===== src/rtl/pipe_skid_buf.sv =====
`default_nettype none
// ============================================================================
// Module   : pipe_skid_buf
// Brief    : Two-entry valid/ready skid buffer with fully registered outputs.
// Revision : 1.0 - initial release
// ============================================================================
module pipe_skid_buf #(
  parameter int DATA_WIDTH = 32
) (
  input  logic                  clk,
  input  logic                  rst_n,
  input  logic                  flush,
  input  logic                  s_valid,
  input  logic [DATA_WIDTH-1:0] s_data,
  output logic                  s_ready,
  output logic                  m_valid,
  output logic [DATA_WIDTH-1:0] m_data,
  input  logic                  m_ready,
  output logic [1:0]            count
);

  // State encoding equals the stored-word count, so count comes straight off the state flops.
  localparam logic [1:0] S_EMPTY = 2'd0;
  localparam logic [1:0] S_ONE   = 2'd1;
  localparam logic [1:0] S_FULL  = 2'd2;

  logic [1:0]            r_state;
  logic [1:0]            w_state_nxt;
  logic [DATA_WIDTH-1:0] r_main;
  logic [DATA_WIDTH-1:0] r_skid;
  logic                  r_s_ready;
  logic                  r_m_valid;
  logic                  w_s_ready_nxt;
  logic                  w_m_valid_nxt;
  logic                  w_in_xfer;
  logic                  w_out_xfer;
  logic                  w_load_main_in;
  logic                  w_load_main_skid;
  logic                  w_load_skid;

  assign w_in_xfer  = s_valid & r_s_ready;
  assign w_out_xfer = r_m_valid & m_ready;

  always_ff @(posedge clk) begin
    if (!rst_n) begin
      r_state <= S_EMPTY;
    end else begin
      r_state <= w_state_nxt;
    end
  end

  always_comb begin
    w_state_nxt      = r_state;
    w_load_main_in   = 1'b0;
    w_load_main_skid = 1'b0;
    w_load_skid      = 1'b0;
    if (flush) begin
      w_state_nxt = S_EMPTY;
    end else begin
      case (r_state)
        S_EMPTY: begin
          if (w_in_xfer) begin
            w_load_main_in = 1'b1;
            w_state_nxt    = S_ONE;
          end
        end
        S_ONE: begin
          if (w_in_xfer && w_out_xfer) begin
            w_load_main_in = 1'b1;
          end else if (w_in_xfer) begin
            w_load_skid = 1'b1;
            w_state_nxt = S_FULL;
          end else if (w_out_xfer) begin
            w_state_nxt = S_EMPTY;
          end
        end
        S_FULL: begin
          if (w_out_xfer) begin
            w_load_main_skid = 1'b1;
            w_state_nxt      = S_ONE;
          end
        end
        default: begin
          w_state_nxt = S_EMPTY;
        end
      endcase
    end
  end

  // Handshake outputs are precomputed from the next state and registered.
  always_comb begin
    w_s_ready_nxt = (w_state_nxt != S_FULL);
    w_m_valid_nxt = (w_state_nxt != S_EMPTY);
  end

  always_ff @(posedge clk) begin
    if (!rst_n) begin
      r_s_ready <= 1'b1;
      r_m_valid <= 1'b0;
    end else begin
      r_s_ready <= w_s_ready_nxt;
      r_m_valid <= w_m_valid_nxt;
    end
  end

  // Flush clears the skid word but leaves the main word visible on m_data.
  always_ff @(posedge clk) begin
    if (!rst_n) begin
      r_main <= '0;
      r_skid <= '0;
    end else begin
      if (w_load_main_in) begin
        r_main <= s_data;
      end else if (w_load_main_skid) begin
        r_main <= r_skid;
      end
      if (flush) begin
        r_skid <= '0;
      end else if (w_load_skid) begin
        r_skid <= s_data;
      end
    end
  end

  assign s_ready = r_s_ready;
  assign m_valid = r_m_valid;
  assign m_data  = r_main;
  assign count   = r_state;

endmodule
`default_nettype wire


===== config.mk =====
export PLATFORM = sky130hd
export DESIGN_NAME = pipe_skid_buf
export DESIGN_NICKNAME = d
export VERILOG_FILES = /design/src/rtl/pipe_skid_buf.sv
export SDC_FILE = /design/constraint.sdc
export NUM_CORES = 1
export LEC_CHECK = 0
export ABC_AREA = 1
export CORE_MARGIN = 8
export CORE_UTILIZATION = 29
export CTS_BUF_LIST = sky130_fd_sc_hd__clkbuf_4 sky130_fd_sc_hd__clkbuf_8 sky130_fd_sc_hd__clkbuf_16
export CTS_CLUSTER_SIZE = 20
export DETAILED_ROUTE_END_ITERATION = 16
export PLACE_DENSITY = 0.55
export SYNTH_ARGS = -nofsm -noshare
export SYNTH_HDL_FRONTEND = slang
export SYNTH_SLANG_ARGS = --single-unit

===== constraint.sdc =====
create_clock -name clk -period 1.63 [get_ports clk]
set_clock_uncertainty 0.2 [all_clocks]
set_input_delay 0.4075 -clock clk [delete_from_list [all_inputs] [get_ports clk]]
set_output_delay 0.4075 -clock clk [all_outputs]
set_load 0.01 [all_outputs]

==> results of run 1 <==
## worst paths after layout
| check | startpoint | end | cells past startpoint |
|---|---|---|---|
| max | m_data[8]$_SDFFE_PN0P_ | m_data[8] | 1 |
| min | r_skid[22]$_SDFFE_PP0P_ | r_skid[22]$_SDFFE_PP0P_ | 2 |
| max reg2reg | count[1]$_SDFF_PN0_ | r_skid[6]$_SDFFE_PP0P_ | 8 |
| min reg2reg | r_skid[22]$_SDFFE_PP0P_ | r_skid[22]$_SDFFE_PP0P_ | 2 |
## Yosys cell counts
| cell type | count | share of area, % |
|---|---|---|
| sky130_fd_sc_hd__nand2_2 | 1 | 0.20 |
| sky130_fd_sc_hd__xor2_1 | 1 | 0.28 |
| sky130_fd_sc_hd__dfxtp_1 | 68 | 44 |
| sky130_fd_sc_hd__buf_1 | 1 | 0.12 |
| sky130_fd_sc_hd__nor2_2 | 2 | 0.40 |
| sky130_fd_sc_hd__o21ai_0 | 28 | 4.5 |
| sky130_fd_sc_hd__inv_2 | 1 | 0.12 |
| sky130_fd_sc_hd__nand4_1 | 33 | 6.6 |
| sky130_fd_sc_hd__a21oi_1 | 38 | 6.1 |
| sky130_fd_sc_hd__buf_2 | 20 | 3.2 |
| sky130_fd_sc_hd__clkbuf_1 | 15 | 1.8 |
| sky130_fd_sc_hd__nand3_1 | 66 | 11 |
| sky130_fd_sc_hd__nor3_4 | 1 | 0.52 |
| sky130_fd_sc_hd__nand3_2 | 2 | 0.64 |
| sky130_fd_sc_hd__nor2_1 | 56 | 6.8 |
| sky130_fd_sc_hd__inv_1 | 37 | 4.5 |
| sky130_fd_sc_hd__nand2_1 | 82 | 9.9 |
## flip-flops by register name (all words and copies together), names as in the netlist
name	cells
m_valid	1
r_skid	32
m_data	32
s_ready	1
count	2
## metal layers
layer  wire [um]  vias to the layer above  global-route usage [%]
met2        4969                      103                   24.17
met4         172                        0                   5.855
li1            -                     1656                       -
met1        4510                     1504                   17.83
met3         617                       14                   3.006
met5           0                        -                       0
## cell families after synthesis
group	Yosys count	synth area share (%)
AO/OA/AOI/OAI	66	10.61
XOR/XNOR	1	0.2814
flip-flops	68	43.73
AND/OR/NAND/NOR	243	35.65
buffers and inverters	74	9.726
## tightest hold or removal path: stages, from the launching register on
cell                      delay [ns]
sky130_fd_sc_hd__dfxtp_1        0.32
sky130_fd_sc_hd__nand2_1        0.06
sky130_fd_sc_hd__a21oi_1        0.05
## area by class of cell
type	instances	area share (%)
Clock buffer	12	3.639
Clock inverter	2	0.8023
Inverter	38	3.266
Multi-Input combinational cell	310	33.47
Sequential cell	68	31.23
Tap cell	140	4.011
Timing Repair Buffer	109	23.58
## per-stage QoR
step                setup TNS [ns]  cells  utilization [%]  hold slack [ns]  setup WS (ns)
floorplan                        0    452                -           0.2445         0.1043
global placement            -26.71    658            38.86           0.2528        -0.4638
detailed placement          -27.34    658            38.86           0.2585        -0.4781
CTS                              0    677            40.70           0.2696      0.0001444
global route              -0.04160    679            41.00           0.2886       -0.01510
finish                           0    679            41.00           0.2701        0.04629
## where the power goes
| group | total (mW) | internal [mW] | switching, mW |
|---|---|---|---|
| Combinational | 0.679 | 0.310 | 0.369 |
| Sequential | 1.78 | 1.74 | 0.0402 |
| Clock | 1.43 | 0.789 | 0.639 |
| Total | 3.88 | 2.84 | 1.05 |
## timing repair
item | CTS | global route
endpoints found under the setup margin | 100 | 47
buffers inserted | 2 | 2
gates resized for setup | 46 | 18
endpoints found under the hold margin | 0 | 0
gates cloned | 3 | 0
pin swaps | 1 | 3
==> run metrics, run 1 <==
fraction of final layout cells with drive strength greater than 1=between 10% and 20%; class of the most critical setup path=reg2out; via count of the first global-routing pass=3296; number of diodes=0; Nets=about 570; buffer cell driving the clock tree root=sky130_fd_sc_hd__clkbuf_8; Placer Congestion=about 0.8; Initial DRT Pass Iterations=5; master of the slowest instance on the critical path=sky130_fd_sc_hd__dfxtp_1; total die area=0.01431 mm2; post-detailed-route count of antenna-violating nets=0; most common library cell in the layout ignoring fill and taps=sky130_fd_sc_hd__nand2_1; average footprint of a synthesized cell=6.887 um2; remaining routing DRC violations=0; PnR Total Power=3.883 mW; standby leakage power=about 2.0 nW; Placeable Area=~0.011 mm2; routed len/inst=between 15 and 20 um; Yosys warning total=0; Clock Sinks=68; drt first-iter violations=158; antenna violations before repair=0; final-report setup violation count=0; post-layout instance area=0.004367 mm2; GRT overflow=0; buffers added on ports=between 70 and 80; clock latency on the worst-skew pair=roughly 0.34 ns; maximum clock frequency=~630 MHz; maximum VDD drop=approximately 0.38 mV; Via Count=3277; post-synthesis cell count=between 400 and 500; max-slew violation count=0; sum of buffers and inverters on the critical path=1; detailed-route wire length=roughly 10000 um; max_slew headroom=between 70% and 80%; sequence of cells on the critical path=dlygate4sd2_1; Post-CTS Hold Fix Bufs=0; fillcell total=between 1000 and 1500; FP Rows=38; RSZ-0062 raised after global routing=true; footprint of the flip-flops and latches=about 0.0014 mm2; CTS Buf Count=9; number of distinct library cells after synthesis=17; required arrival time at the worst endpoint=between 1 and 1.5 ns; Seq/Total Area, Yosys=a little over two fifths; maximum number of pins on one net before global-route repair=34; Initial Utilization=29.23%; crit-path max cell delay=about 0.36 ns; Synth Net Count=roughly 490; total area of multi-input combinational cells=approximately 0.0015 mm2; critical path startpoint category=flip-flop; Layout Area Growth over Synthesis=40.27%; Clk pin slew, worst setup/hold paths=about 0.070 ns; height of the die=approximately 120 um; crit path DAT=0.98 ns; crit-path leading delay family=flip-flops; number of storage elements in the synthesis netlist=68; io pins=between 70 and 80; deepest clock path buffer count=2; total half-perimeter wirelength after legalization and detailed placement=just under 7000 um; die extent in x=between 100 and 150 um; slack of the worst reg-to-reg path=roughly 0.080 ns; clock tree from TritonCTS=done; Critical Path Fanout Max=2; result of the run=completed; Syn Std Cell Area=a little over 0.003 mm2; final period demand of the worst path=1.584 ns; total power per unit cell area=approximately 890 mW/mm2; share of the clock period used by the worst path=between 90% and 100%; type of destination of the critical path=output port; depth of the CTS H-tree=3; total of max-cap violations=0; Worst Max-Slew Pin Slew=approximately 0.4 ns; final count of hold timing violations=0; wire length of the first global-routing pass=approximately 17000 um; post-place instance area=0.004139 mm2; drt via density=between 4 and 5; commonest cells after routing, fill and taps aside=sky130_fd_sc_hd__nand2_1, sky130_fd_sc_hd__nand3_1, sky130_fd_sc_hd__dfxtp_1; path type of the worst min-delay path=reg2reg; Overall Global Routing Usage=14.48%
Power figures use the tool's default switching activity.
==> run 2, diff against run 1 <==
CAP_MARGIN = 30   (was default)
HOLD_SLACK_MARGIN = 0.12   (was default)
==> results of run 2 <==
Same layout as run 1: the final DEF is identical, and so are final timing and power.
==> run 3, diff against run 2 <==
CTS_CLUSTER_DIAMETER = 50   (was default)
PLACE_DENSITY = 0.61   (was 0.55)
==> run metrics, run 3 (synthesis results as in run 1) <==
result of the run=completed; maximum VDD drop=0.3412 mV; post-detailed-route count of antenna-violating nets=0; commonest cells after routing, fill and taps aside=sky130_fd_sc_hd__nand2_1, sky130_fd_sc_hd__dfxtp_1, sky130_fd_sc_hd__nor2_1; footprint of the flip-flops and latches=around 0.0014 mm2; combinational share of power=17.1%; path type of the worst min-delay path=reg2reg; FP Rows=38; antenna violations before repair=0; GRT overflow=0; buffer cell driving the clock tree root=sky130_fd_sc_hd__clkbuf_8; via count of the first global-routing pass=roughly 3200; class of the most critical setup path=reg2reg; number of diodes=0; type of destination of the critical path=flip-flop; sum of buffers and inverters on the critical path=3; remaining routing DRC violations=0; Post-CTS Hold Fix Bufs=0; height of the die=between 100 and 150 um; buffers added on ports=a little over 70; crit-path max cell delay=about 0.34 ns; most common library cell in the layout ignoring fill and taps=sky130_fd_sc_hd__nand2_1; Clock Sinks=68; Layout Area Growth over Synthesis=52.85%; depth of the CTS H-tree=3; met3 wire length=approximately 530 um; total half-perimeter wirelength after legalization and detailed placement=around 6600 um; max_slew headroom=between 70% and 80%; fillcell total=~1100; max-slew violation count=0; sequence of cells on the critical path=buf_6, inv_4, nand3_4, nor2_4, clkbuf_16, nand3_2, nand2_1, a21oi_1; final-report setup violation count=0; crit-path leading delay family=simple AND/OR/NAND/NOR gates; final total negative setup slack=0 ns; die extent in x=between 100 and 150 um; detailed-route wire length=10810 um; Overall Global Routing Usage=about 14%; total power per unit cell area=926.1 mW/mm2; clock latency on the worst-skew pair=0.35 ns; deepest clock path buffer count=2; Met1 Routed Length=approximately 4500 um; drt via density=4.993; RSZ-0062 raised after global routing=true; fraction of final layout cells with drive strength greater than 1=between 20% and 30%; Clk pin slew, worst setup/hold paths=about 0.080 ns; total of max-cap violations=0; total die area=approximately 0.014 mm2; wire length of the first global-routing pass=around 16000 um; Initial DRT Pass Iterations=5; maximum clock frequency=between 600 and 700 MHz; switching share of power=a little over a quarter; master of the slowest instance on the critical path=sky130_fd_sc_hd__dfxtp_2; required arrival time at the worst endpoint=1.66 ns; Sw Pwr=between 1 and 1.5 mW; Placer Congestion=approximately 0.8; CTS Buf Count=9; share of power burned in registers=40.4%; standby leakage power=2.041 nW; Via Count=3405; Nets=about 570; io pins=73; Critical Path Fanout Max=7; Initial Utilization=between 20% and 30%; total area of multi-input combinational cells=0.001663 mm2; final period demand of the worst path=approximately 1.6 ns; internal power consumption=around 3.3 mW; critical path startpoint category=flip-flop; routed len/inst=around 16 um; drt first-iter violations=187; portion of total power attributed to the clock network=approximately 43%; maximum number of pins on one net before global-route repair=37; Placeable Area=~0.011 mm2; routed wl met2=5601 um; Worst Max-Slew Pin Slew=between 0.3 and 0.4 ns; Worst Hold Slack=approximately 0.27 ns; final count of hold timing violations=0; clock tree from TritonCTS=done; crit path DAT=between 1.5 and 2 ns; highest metal layer with signal wires=met4; share of the clock period used by the worst path=between 90% and 100%
==> run 3: cell count changes in the layout (fill, tap and decap cells not counted), moves of 7 or more <==
cell,previous run,this run
sky130_fd_sc_hd__nand3_1,66,45
sky130_fd_sc_hd__dlygate4sd2_1,35,26
sky130_fd_sc_hd__o21ai_0,25,9
sky130_fd_sc_hd__o21ai_2,0,9
sky130_fd_sc_hd__o21ai_1,3,10
sky130_fd_sc_hd__clkdlybuf4s15_1,2,10
sky130_fd_sc_hd__nand2_2,1,9
sky130_fd_sc_hd__nand3_2,2,21
sky130_fd_sc_hd__nand2_1,81,73
sky130_fd_sc_hd__buf_4,26,19
==> run 3: cell type report <==
cell class,instances,share of cell area (%)
Sequential cell,68,28.71
Inverter,38,3.050
Clock buffer,9,2.603
Multi-Input combinational cell,310,34.95
Timing Repair Buffer,110,23.93
Clock inverter,7,3.077
Tap cell,140,3.681
==> run 3: power by group through the flow <==
stage	registers, mW	logic (mW)	clock network, mW
after CTS	1.78	0.670	1.90
after global routing	1.79	0.820	1.98
after global placement	1.82	0.688	0
after detailed placement	1.82	0.691	0
after floorplan	1.84	0.296	0
final	1.78	0.754	1.87
==> run 3: stage by stage <==
stage / total power, mW / std cells / utilization [%] / setup WS, ns / instance area (um2)
2_1_floorplan: 2.137 / 452 / - / 0.1043 / 3113
5_1_grt: 4.590 / 682 / 44.68 / -0.04927 / 4758
4_1_cts: 4.351 / 675 / 41.44 / -0.06735 / 4413
6_report: 4.407 / 682 / 44.68 / 0.004215 / 4758
3_5_place_dp: 2.511 / 655 / 38.65 / -0.4537 / 4116
3_3_place_gp: 2.506 / 655 / 38.65 / -0.4375 / 4116
==> run 3: worst paths after layout <==
path / to / slack, ns / from / cells after the start
worst max-delay path: m_data[9]$_SDFFE_PN0P_ / 0.004 / count[1]$_SDFF_PN0_ / 8
worst min-delay path: r_skid[1]$_SDFFE_PP0P_ / 0.27 / r_skid[1]$_SDFFE_PP0P_ / 2
worst max register to register: m_data[9]$_SDFFE_PN0P_ / 0.004 / count[1]$_SDFF_PN0_ / 8
worst min register to register: r_skid[1]$_SDFFE_PP0P_ / 0.27 / r_skid[1]$_SDFFE_PP0P_ / 2
==> run 3: timing repair <==
item,CTS,global route
gates cloned,3,4
endpoints found under the setup margin,89,77
pin swaps,2,33
buffers inserted,1,4
resized for setup,66,81
==> run 3: worst min-delay path: stages, from the launching register on <==
cell and delay [ns]:
sky130_fd_sc_hd__dfxtp_1 0.32, sky130_fd_sc_hd__nand2_1 0.06, sky130_fd_sc_hd__a21oi_1 0.05
==> run 3: per-layer routing <==
| layer | global-route usage (%) | up-vias |
|---|---|---|
| met4 | 5.230 | 0 |
| met2 | 24.00 | 102 |
| met5 | 0 | - |
| met1 | 17.07 | 1618 |
| li1 | - | 1674 |
| met3 | 3.194 | 11 |
